==> config.mk <==
export PLATFORM = sky130hd
export DESIGN_NAME = adxl345_sample_averager_flat
export DESIGN_NICKNAME = d
export VERILOG_FILES = /design/src/rtl/adxl345_sample_averager_pkg.sv /design/src/rtl/adxl345_sample_averager_if.sv /design/src/rtl/adxl345_sample_averager_axis.sv /design/src/rtl/adxl345_sample_averager.sv /design/src/flat_wrapper.sv
export SDC_FILE = /design/constraint.sdc
export NUM_CORES = 1
export LEC_CHECK = 0
export ABC_AREA = 1
export BUFFER_PORTS_ARGS = -buffer_cell sky130_fd_sc_hd__clkbuf_2
export CORE_MARGIN = 2
export CORE_UTILIZATION = 40
export DETAILED_ROUTE_END_ITERATION = 7
export PLACE_DENSITY = 0.68
export SLEW_MARGIN = 20
export SYNTH_ARGS = -nofsm -noshare
export SYNTH_HDL_FRONTEND = slang
export SYNTH_SLANG_ARGS = --single-unit
==> constraint.sdc <==
create_clock -name Clk_i -period 2.3 [get_ports Clk_i]
set_clock_uncertainty 0.1 [all_clocks]
set_input_delay 0.69 -clock Clk_i [delete_from_list [all_inputs] [get_ports Clk_i]]
set_output_delay 0.69 -clock Clk_i [all_outputs]
set_load 0.05 [all_outputs]
==> src/rtl/adxl345_sample_averager_pkg.sv <==
// Shared defaults and state encoding for the ADXL345 block-averaging stage.
package adxl345_sample_averager_pkg;

  localparam int OFFSET_DEF       = 15;
  localparam int LOG2_SAMPLES_DEF = 3;

  typedef enum logic {
    ACCUM = 1'b0,
    EMIT  = 1'b1
  } avg_state_e;

endpackage

==> src/rtl/adxl345_sample_averager_if.sv <==
// Sample/strobe bundle between i2c_controller, the averager and the data converter.
interface adxl345_sample_averager_if
  import adxl345_sample_averager_pkg::*;
#(
  parameter int offset_p       = OFFSET_DEF,
  parameter int log2_samples_p = LOG2_SAMPLES_DEF
);

  logic                      Bypass_i;
  logic                      Data_Available_i;
  logic signed [offset_p:0]  X_i;
  logic signed [offset_p:0]  Y_i;
  logic signed [offset_p:0]  Z_i;
  logic signed [offset_p:0]  X_o;
  logic signed [offset_p:0]  Y_o;
  logic signed [offset_p:0]  Z_o;
  logic                      Data_Available_o;
  logic [log2_samples_p-1:0] Count_o;

  modport master (
    output Bypass_i, Data_Available_i, X_i, Y_i, Z_i,
    input  X_o, Y_o, Z_o, Data_Available_o, Count_o
  );

  modport slave (
    input  Bypass_i, Data_Available_i, X_i, Y_i, Z_i,
    output X_o, Y_o, Z_o, Data_Available_o, Count_o
  );

endinterface

==> src/rtl/adxl345_sample_averager_axis.sv <==
// One axis: sign-extended accumulator plus floor-averaged (or bypassed) output register.
module adxl345_axis_accumulator
  import adxl345_sample_averager_pkg::*;
#(
  parameter int offset_p       = OFFSET_DEF,
  parameter int log2_samples_p = LOG2_SAMPLES_DEF
) (
  input  logic                     Clk_i,
  input  logic                     Reset_i,
  input  logic                     take,
  input  logic                     last,
  input  logic                     clr,
  input  logic                     bypass,
  input  logic signed [offset_p:0] sample,
  output logic signed [offset_p:0] avg
);

  localparam int ACC_W = offset_p + 1 + log2_samples_p;

  logic signed [ACC_W-1:0] acc;
  logic signed [ACC_W-1:0] sample_ext;
  logic signed [ACC_W-1:0] sum;

  assign sample_ext = {{log2_samples_p{sample[offset_p]}}, sample};
  assign sum        = acc + sample_ext;

  always_ff @(posedge Clk_i or negedge Reset_i) begin
    if (!Reset_i) begin
      acc <= '0;
      avg <= '0;
    end else begin
      // A sample arriving on the same cycle as a mode change opens the new block.
      if (clr || bypass) begin
        acc <= (take && !bypass) ? sample_ext : '0;
      end else if (take) begin
        acc <= last ? '0 : sum;
      end

      // Dropping the low bits of the full sum is the arithmetic shift (floor).
      if (take && bypass) begin
        avg <= sample;
      end else if (take && last) begin
        avg <= sum[offset_p+log2_samples_p:log2_samples_p];
      end
    end
  end

endmodule

==> src/rtl/adxl345_sample_averager.sv <==
// Block averager: rising-edge sample capture, per-axis accumulation of 2^log2_samples_p samples, one-cycle output strobe.
module adxl345_sample_averager
  import adxl345_sample_averager_pkg::*;
#(
  parameter int offset_p       = OFFSET_DEF,
  parameter int log2_samples_p = LOG2_SAMPLES_DEF
) (
  input  logic                      Clk_i,
  input  logic                      Reset_i,
  adxl345_sample_averager_if.slave  bus
);

  localparam logic [log2_samples_p-1:0] CNT_LAST = '1;
  localparam logic [log2_samples_p-1:0] CNT_ONE  = log2_samples_p'(1);

  avg_state_e                state;
  avg_state_e                state_nxt;
  logic                      avail_q;
  logic                      bypass_q;
  logic                      take;
  logic                      bypass_chg;
  logic                      last;
  logic                      strobe;
  logic [log2_samples_p-1:0] count;
  logic signed [offset_p:0]  x_avg;
  logic signed [offset_p:0]  y_avg;
  logic signed [offset_p:0]  z_avg;

  assign take       = bus.Data_Available_i & ~avail_q;
  assign bypass_chg = bus.Bypass_i ^ bypass_q;
  assign last       = (count == CNT_LAST) & ~bus.Bypass_i & ~bypass_chg;

  always_ff @(posedge Clk_i or negedge Reset_i) begin
    if (!Reset_i) begin
      state    <= ACCUM;
      avail_q  <= 1'b0;
      bypass_q <= 1'b0;
      count    <= '0;
    end else begin
      state    <= state_nxt;
      avail_q  <= bus.Data_Available_i;
      bypass_q <= bus.Bypass_i;
      if (bypass_chg) begin
        count <= (take && !bus.Bypass_i) ? CNT_ONE : '0;
      end else if (bus.Bypass_i) begin
        count <= '0;
      end else if (take) begin
        count <= last ? '0 : count + CNT_ONE;
      end
    end
  end

  // A take during EMIT is absorbed by the accumulators; only the strobe is state-driven.
  always_comb begin
    state_nxt = state;
    strobe    = 1'b0;
    case (state)
      ACCUM: begin
        if (take && (bus.Bypass_i || last)) state_nxt = EMIT;
      end
      EMIT: begin
        strobe    = 1'b1;
        state_nxt = ACCUM;
      end
      default: state_nxt = ACCUM;
    endcase
  end

  adxl345_axis_accumulator #(.offset_p(offset_p), .log2_samples_p(log2_samples_p)) u_axis_x (
    .Clk_i  (Clk_i),
    .Reset_i(Reset_i),
    .take   (take),
    .last   (last),
    .clr    (bypass_chg),
    .bypass (bus.Bypass_i),
    .sample (bus.X_i),
    .avg    (x_avg)
  );

  adxl345_axis_accumulator #(.offset_p(offset_p), .log2_samples_p(log2_samples_p)) u_axis_y (
    .Clk_i  (Clk_i),
    .Reset_i(Reset_i),
    .take   (take),
    .last   (last),
    .clr    (bypass_chg),
    .bypass (bus.Bypass_i),
    .sample (bus.Y_i),
    .avg    (y_avg)
  );

  adxl345_axis_accumulator #(.offset_p(offset_p), .log2_samples_p(log2_samples_p)) u_axis_z (
    .Clk_i  (Clk_i),
    .Reset_i(Reset_i),
    .take   (take),
    .last   (last),
    .clr    (bypass_chg),
    .bypass (bus.Bypass_i),
    .sample (bus.Z_i),
    .avg    (z_avg)
  );

  assign bus.X_o              = x_avg;
  assign bus.Y_o              = y_avg;
  assign bus.Z_o              = z_avg;
  assign bus.Data_Available_o = strobe;
  assign bus.Count_o          = count;

endmodule

==> src/flat_wrapper.sv <==
// flat-port wrapper written by rule: the top's interface ports become plain ports
module adxl345_sample_averager_flat import adxl345_sample_averager_pkg::*;
#(
  parameter int offset_p       = OFFSET_DEF,
  parameter int log2_samples_p = LOG2_SAMPLES_DEF
)
  (Clk_i, Reset_i, bus_Bypass_i, bus_Data_Available_i, bus_X_i, bus_Y_i, bus_Z_i, bus_X_o, bus_Y_o, bus_Z_o, bus_Data_Available_o, bus_Count_o);
  adxl345_sample_averager_if #(.offset_p(offset_p), .log2_samples_p(log2_samples_p)) bus_i ();
  input  logic Clk_i;
  input  logic Reset_i;
  input wire logic [$bits(bus_i.Bypass_i)-1:0] bus_Bypass_i;
  input wire logic [$bits(bus_i.Data_Available_i)-1:0] bus_Data_Available_i;
  input wire logic [$bits(bus_i.X_i)-1:0] bus_X_i;
  input wire logic [$bits(bus_i.Y_i)-1:0] bus_Y_i;
  input wire logic [$bits(bus_i.Z_i)-1:0] bus_Z_i;
  output wire logic [$bits(bus_i.X_o)-1:0] bus_X_o;
  output wire logic [$bits(bus_i.Y_o)-1:0] bus_Y_o;
  output wire logic [$bits(bus_i.Z_o)-1:0] bus_Z_o;
  output wire logic [$bits(bus_i.Data_Available_o)-1:0] bus_Data_Available_o;
  output wire logic [$bits(bus_i.Count_o)-1:0] bus_Count_o;
  assign bus_i.Bypass_i = bus_Bypass_i;
  assign bus_i.Data_Available_i = bus_Data_Available_i;
  assign bus_i.X_i = bus_X_i;
  assign bus_i.Y_i = bus_Y_i;
  assign bus_i.Z_i = bus_Z_i;
  assign bus_X_o = bus_i.X_o;
  assign bus_Y_o = bus_i.Y_o;
  assign bus_Z_o = bus_i.Z_o;
  assign bus_Data_Available_o = bus_i.Data_Available_o;
  assign bus_Count_o = bus_i.Count_o;
  adxl345_sample_averager #(.offset_p(offset_p), .log2_samples_p(log2_samples_p)) u_core (.Clk_i(Clk_i), .Reset_i(Reset_i), .bus(bus_i));
endmodule
==> summary.md, run 1 <==
| Metric | Value |
|---|---|
| Fin. Hold Viols | `0` |
| Routed Antenna Nets | `0` |
| Finished Core Util | `0.5032` |
| Hold crit path type | `in -> async` |
| WL per Instance | `14.48 um` |
| Slew margin rel. | `0.6836` |
| PD cells | `718.8 nW/um2` |
| Setup-failing EPs final | `0` |
| Die area | `21580 um2` |
| Slew @ Worst Pin | `474.6 ps` |
| Post-DR vias/cell | `5.051` |
| Layout cells sized above 1 | `0.1928` |
| Critical Path RT | `2490 ps` |
| Final period util | `0.9306` |
| Max incr delay on CP | `410 ps` |
| Register bit total from synthesis | `111` |
| Reg2reg end | `u_core.u_axis_x.acc[16]$_DFFE_PN0P_` |
| R2R cell count | `11` |
| Peak supply drop | `327.1 uV` |
| Cell Count, Final, Fillers Out | `1635` |
| Root Buffer | `clkbuf_16` |
| Max-cap check violation count | `0` |
| Chip height | `146.9 um` |
| Top post-synthesis cells by area | `dfrtp_1 34%, nand2_1 19%, ha_1 8.7%` |
| Net count, final | `1471` |
| Fin crit period | `2140 ps` |
| Nature of the critical path startpoint | `primary input` |
| CTS H-tree lvls | `3` |
| Endpoint class of the critical path | `register` |
| RSZ-0062 raised after global routing | `false` |
| DRT Pass-1 Iters | `5` |
| Tot GR Track Use | `0.2226` |
| Avg Cell Area, Syn | `6.934 um2` |
| Largest net degree at the start of global routing | `79` |
| Clock Latency Late Sink | `360 ps` |
| Top-area cell type share of the netlist area | `0.3401` |
| DRC | `0` |
| Gp weighted congestion | `0.9352` |
| Area of the core | `20100 um2` |
| Initial antenna violation count | `1` |
| Most common cell after layout, fill and taps aside | `nand2_1` |
| FMAX | `0.4672 GHz` |
| Pre-CTS setup slack | `-256.0 ps` |
| Area leader, netlist | `dfrtp_1` |
| Vias in the first global route | `8110` |
| CP max FO | `4` |
| CP dominant cell by count | `nand2_1` |
| Lkg Pwr | `0.005561 uW` |
| Layout area overhead | `23.87%` |
| Commonest cells after routing, fill and taps aside | `421 x nand2_1, 111 x dfrtp_1, 109 x nor2_1, 102 x clkbuf_2` |
| Die W | `146.9 um` |
| Critical path arrival | `2330 ps` |
| R2r setup slk | `220 ps` |
| Total power | `7273 uW` |
| Sequential fraction of the synthesis area | `0.3401` |
| R2r startpoint | `u_core.u_axis_x.acc[0]$_DFFE_PN0P_` |
| Status | `finished, final reports clean` |
| Cell Chain, Critical Path | `clkbuf_2 > ha_1 > fa_1 > nand3_1 > nand3_1 > nand2_1 > nand2_2 > nand2_1 > nand2_1 > nand2_1 > nand3_1 > a21oi_1` |
| Vias | `8258` |
| Placed instance count | `1618` |
| # IOs | `104` |
| Clock Sinks | `111` |
| CTS buffer count | `9` |
| Max stage delay cell, worst path | `fa_1` |
| Starting Density | `0.4063` |
| Detailed Route WL | `23680 um` |
| Initial DRC count | `491` |
| Post-Syn Area | `8168 um2` |
| Final WS setup | `159.6 ps` |
| CTS tree | `built` |
| Reg clk slew, reported paths | `80 ps` |
| Final slew viol count | `0` |
| Global route total overflow | `0` |
| Filler cells | `2017` |
| Post-synth cell types | `31` |
| Setup tns final | `0 ps` |
| Global-route wire length before repair | `39120 um` |
| CP Class | `in -> reg` |
| Hold-fix buffers at CTS | `0` |
| Multi-input gate area | `4807 um2` |
| Number of cell rows | `52` |
| Net Count, Synth | `1290` |
| # port buffers | `103` |
| Register area | `2778 um2` |
| Synth Instances | `1178` |
| Detailed placer's ending HPWL | `17730 um` |
| Syn. warnings | `0` |
| Clock Path Buffers | `2` |
## final cells by class
cell class              instances  area share
clock buffers                  10     0.02263
clock inverters                 6     0.01076
inverters                     110     0.04081
well taps                     270     0.03339
flip-flops and latches        111      0.2745
repair buffers                206      0.1425
diodes                          1   0.0002473
multi-input cells             921      0.4751
## how the worst max path moves through the flow
stage / depth (start not counted) / start / slack [ps] / endpoint
6_report: 12 / bus_Z_i[0] / 160 / u_core.u_axis_z.acc[16]$_DFFE_PN0P_
5_1_grt: 12 / bus_Z_i[0] / 0.9 / u_core.u_axis_z.acc[16]$_DFFE_PN0P_
4_1_cts: 12 / bus_X_i[0] / 130 / u_core.u_axis_x.acc[16]$_DFFE_PN0P_
3_5_place_dp: 12 / bus_X_i[0] / -260 / u_core.u_axis_x.acc[16]$_DFFE_PN0P_
3_3_place_gp: 12 / bus_Y_i[0] / -190 / u_core.u_axis_y.acc[16]$_DFFE_PN0P_
2_1_floorplan: 7 / bus_Y_i[0] / 40 / u_core.u_axis_y.acc[4]$_DFFE_PN0P_
## report_power, final
part           switching [uW]  leakage (uW)  internal [uW]
Clock                     771      0.000166           1070
Combinational            1920       0.00399           1090
Sequential                190       0.00141           2230
## Yosys cell counts
| cell type | number |
|---|---|
| o21ai_1 | 7 |
| inv_2 | 15 |
| inv_1 | 95 |
| buf_1 | 3 |
| xor2_1 | 5 |
| buf_4 | 7 |
| nand2_2 | 2 |
| and2_1 | 6 |
| a21oi_1 | 70 |
| clkbuf_1 | 13 |
| o22ai_1 | 1 |
| a22oi_1 | 38 |
| nand3b_1 | 32 |
| buf_2 | 11 |
| nor2_2 | 4 |
| fa_1 | 3 |
| o21bai_1 | 1 |
| o21ai_0 | 12 |
| a22oi_2 | 10 |
| o31ai_1 | 1 |
| or2_2 | 6 |
| nor3_1 | 7 |
| ha_1 | 57 |
| dfrtp_1 | 111 |
| xnor2_1 | 11 |
| a31oi_1 | 20 |
| nand3_1 | 95 |
| buf_6 | 2 |
| nand2_1 | 423 |
| nor2_1 | 109 |
| nor2_4 | 1 |
## flip-flops by register name, indices dropped and copies added, names as in the netlist
name / cells
u_core.u_axis_x.acc: 19
u_core.u_axis_y.acc: 19
u_core.u_axis_z.acc: 19
u_core.u_axis_x.avg: 16
u_core.u_axis_y.avg: 16
u_core.u_axis_z.avg: 16
u_core.bus.Count_o: 3
u_core.avail_q: 1
u_core.bypass_q: 1
u_core.state: 1
## critical path, delay by kind of cell
| family | cells | cell delay, ps |
|---|---|---|
| compound gates | 1 | 120 |
| simple gates | 8 | 740 |
| fa+ha+maj | 2 | 650 |
| buf+inv | 1 | 120 |
## kinds of logic after synthesis
kind of cell               count (synthesis)  share of synthesized area
xor gates and xnor gates                  16                    0.01716
and+or+nand+nor                          685                     0.3516
AOI/OAI and AO/OA                        160                     0.1227
adders and majority gates                 60                    0.09467
DFF                                      111                     0.3401
buffers and inverters                    146                    0.07383
## per-stage QoR
stage,area [um2],hold WS (ps)
after floorplan,8168,294.4
after global placement,9767,315.3
after detailed placement,9767,325.0
after CTS,10100,282.0
after global routing,10120,297.3
final,10120,221.5
## metal layers
layer,vias to the layer above,wire length (um),track usage
li1,4216,-,-
met1,3812,11400,0.3051
met2,202,10740,0.3657
met3,28,1057,0.03043
met4,0,480,0.07260
met5,-,0,0
## repair_timing
item / 4_1_cts / 5_1_grt
hold endpoints to repair: 0 / 0
resized for setup: 0 / 4
endpoints found under the setup margin: 0 / 5
setup buffers: 0 / 0
No activity file was read; power rests on OpenSTA's default activity.
==> inputs of run 2 (changes only) <==
- CTS_BUF_LIST: not set -> sky130_fd_sc_hd__clkbuf_16
==> run 2 against run 1 <==
Effect of this change:
- setup slack lost 2.3 ps
- largest cell class unchanged
- count of clock-buffer cells in the layout shrank 1
- total power is essentially flat
- maximum frequency shrank 0.11%
- sequential cell count is the same
- final cell count is the same
- non-clock buffer count is the same
- combinational power is essentially flat
- die area is the same
- critical endpoint unchanged
==> summary.md, run 2 (synthesis results as in run 1) <==
| Metric | Value |
|---|---|
| Root Buffer | `clkbuf_16` |
| Hold crit path type | `in -> async` |
| Max stage delay cell, worst path | `fa_1` |
| Lkg Pwr | `0.005565 uW` |
| Fin crit period | `2143 ps` |
| Reg2reg end | `u_core.u_axis_x.acc[16]$_DFFE_PN0P_` |
| Critical path arrival | `2330 ps` |
| CP Buf/Inv Count | `1` |
| Max incr delay on CP | `410 ps` |
| Slew @ Worst Pin | `474.6 ps` |
| Delay-heaviest family, CP | `simple AND/OR/NAND/NOR gates` |
| Pre-CTS setup slack | `-256.0 ps` |
| Critical Path RT | `2490 ps` |
| Finished Core Util | `0.5032` |
| Layout cells sized above 1 | `0.1928` |
| Cell Chain, Critical Path | `clkbuf_2 > ha_1 > fa_1 > nand3_1 > nand3_1 > nand2_1 > nand2_2 > nand2_1 > nand2_1 > nand2_1 > nand3_1 > a21oi_1` |
| CTS H-tree lvls | `3` |
| FMAX | `0.4667 GHz` |
| Detailed Route WL | `23690 um` |
| Fin. Hold Viols | `0` |
| Most common cell after layout, fill and taps aside | `nand2_1` |
| Nature of the critical path startpoint | `primary input` |
| Slew margin rel. | `0.6836` |
| Clock Sinks | `111` |
| Global route total overflow | `0` |
| Routed Antenna Nets | `0` |
| DRT Pass-1 Iters | `5` |
| Die area | `21580 um2` |
| Detailed placer's ending HPWL | `17730 um` |
| CP max FO | `4` |
| Final period util | `0.9316` |
| Gp weighted congestion | `0.9352` |
| R2r startpoint | `u_core.u_axis_x.acc[0]$_DFFE_PN0P_` |
| Largest net degree at the start of global routing | `79` |
| Max-cap check violation count | `0` |
| Starting Density | `0.4063` |
| Post-DR vias/cell | `5.051` |
| R2r setup slk | `220 ps` |
| Layout area overhead | `23.87%` |
| Status | `finished, final reports clean` |
| Peak supply drop | `323.3 uV` |
| Global-route wire length before repair | `39120 um` |
| CTS buffer count | `9` |
| Register area | `2778 um2` |
| Final WS setup | `157.3 ps` |
| CTS tree | `built` |
| Initial DRC count | `491` |
| Setup-failing EPs final | `0` |
| Commonest cells after routing, fill and taps aside | `421 x nand2_1, 111 x dfrtp_1, 109 x nor2_1, 102 x clkbuf_2, 96 x inv_1` |
| DRC | `0` |
| Clock Latency Late Sink | `360 ps` |
| Area of the core | `20100 um2` |
| # port buffers | `103` |
| Top Registers | `u_core.u_axis_x.acc (19), u_core.u_axis_y.acc (19), u_core.u_axis_z.acc (19)` |
| Chip height | `146.9 um` |
| WL per Instance | `14.49 um` |
| Reg clk slew, reported paths | `80 ps` |
| PD cells | `718.4 nW/um2` |
| # IOs | `104` |
| Initial antenna violation count | `1` |
| Endpoint class of the critical path | `register` |
| Final slew viol count | `0` |
| R2R cell count | `11` |
| RSZ-0062 raised after global routing | `false` |
| Hold-fix buffers at CTS | `0` |
| Vias in the first global route | `8110` |
| Number of cell rows | `52` |
| Vias | `8258` |
| CP dominant cell by count | `nand2_1` |
| Net count, final | `1471` |
| Clock Path Buffers | `2` |
| Multi-input gate area | `4807 um2` |
| Die W | `146.9 um` |
| Tot GR Track Use | `0.2226` |
| CP Class | `in -> reg` |
| Filler cells | `2017` |
run 2: metrics by stage:
stage          cells  setup TNS [ps]  cell area, um2  hold WS (ps)  total power (uW)
2_1_floorplan   1178               0            8168         294.4              4468
3_3_place_gp    1618           -5753            9767         315.3              5403
3_5_place_dp    1618           -8148            9767         325.0              5448
4_1_cts         1634               0           10100         282.0              7287
5_1_grt         1635               0           10120         297.3              7726
6_report        1635               0           10120         223.8              7268
run 2: repair_timing:
action,4_1_cts,5_1_grt
setup endpoints to repair,0,5
gates resized for setup,0,4
setup buffers,0,0
run 2: worst max-delay path by stage:
| stage | from | to | slack, ps | depth (start not counted) |
|---|---|---|---|---|
| floorplan | bus_Y_i[0] | u_core.u_axis_y.acc[4]$_DFFE_PN0P_ | 40 | 7 |
| global placement | bus_Y_i[0] | u_core.u_axis_y.acc[16]$_DFFE_PN0P_ | -190 | 12 |
| detailed placement | bus_X_i[0] | u_core.u_axis_x.acc[16]$_DFFE_PN0P_ | -260 | 12 |
| CTS | bus_X_i[0] | u_core.u_axis_x.acc[16]$_DFFE_PN0P_ | 130 | 12 |
| global route | bus_Z_i[0] | u_core.u_axis_z.acc[16]$_DFFE_PN0P_ | 0.9 | 12 |
| finish | bus_Z_i[0] | u_core.u_axis_z.acc[16]$_DFFE_PN0P_ | 160 | 12 |
run 2: layout make-up:
cell class | count | share of cell area
Tap cell | 270 | 0.03339
Antenna cell | 1 | 0.0002473
Clock inverter | 7 | 0.01113
Multi-Input combinational cell | 921 | 0.4751
Inverter | 110 | 0.04081
Timing Repair Buffer | 206 | 0.1425
Sequential cell | 111 | 0.2745
Clock buffer | 9 | 0.02226
run 2: per-layer routing:
layer,up-vias,part of all wire,global-route usage
met5,-,0,0
met4,0,0.020,0.07260
met3,28,0.046,0.03043
met2,206,0.45,0.3657
met1,3809,0.48,0.3051
li1,4215,-,-
run 2: power by group:
part	switching (uW)	internal, uW
registers	190	2230
clock network	769	1060
logic	1930	1090
total	2880	4380
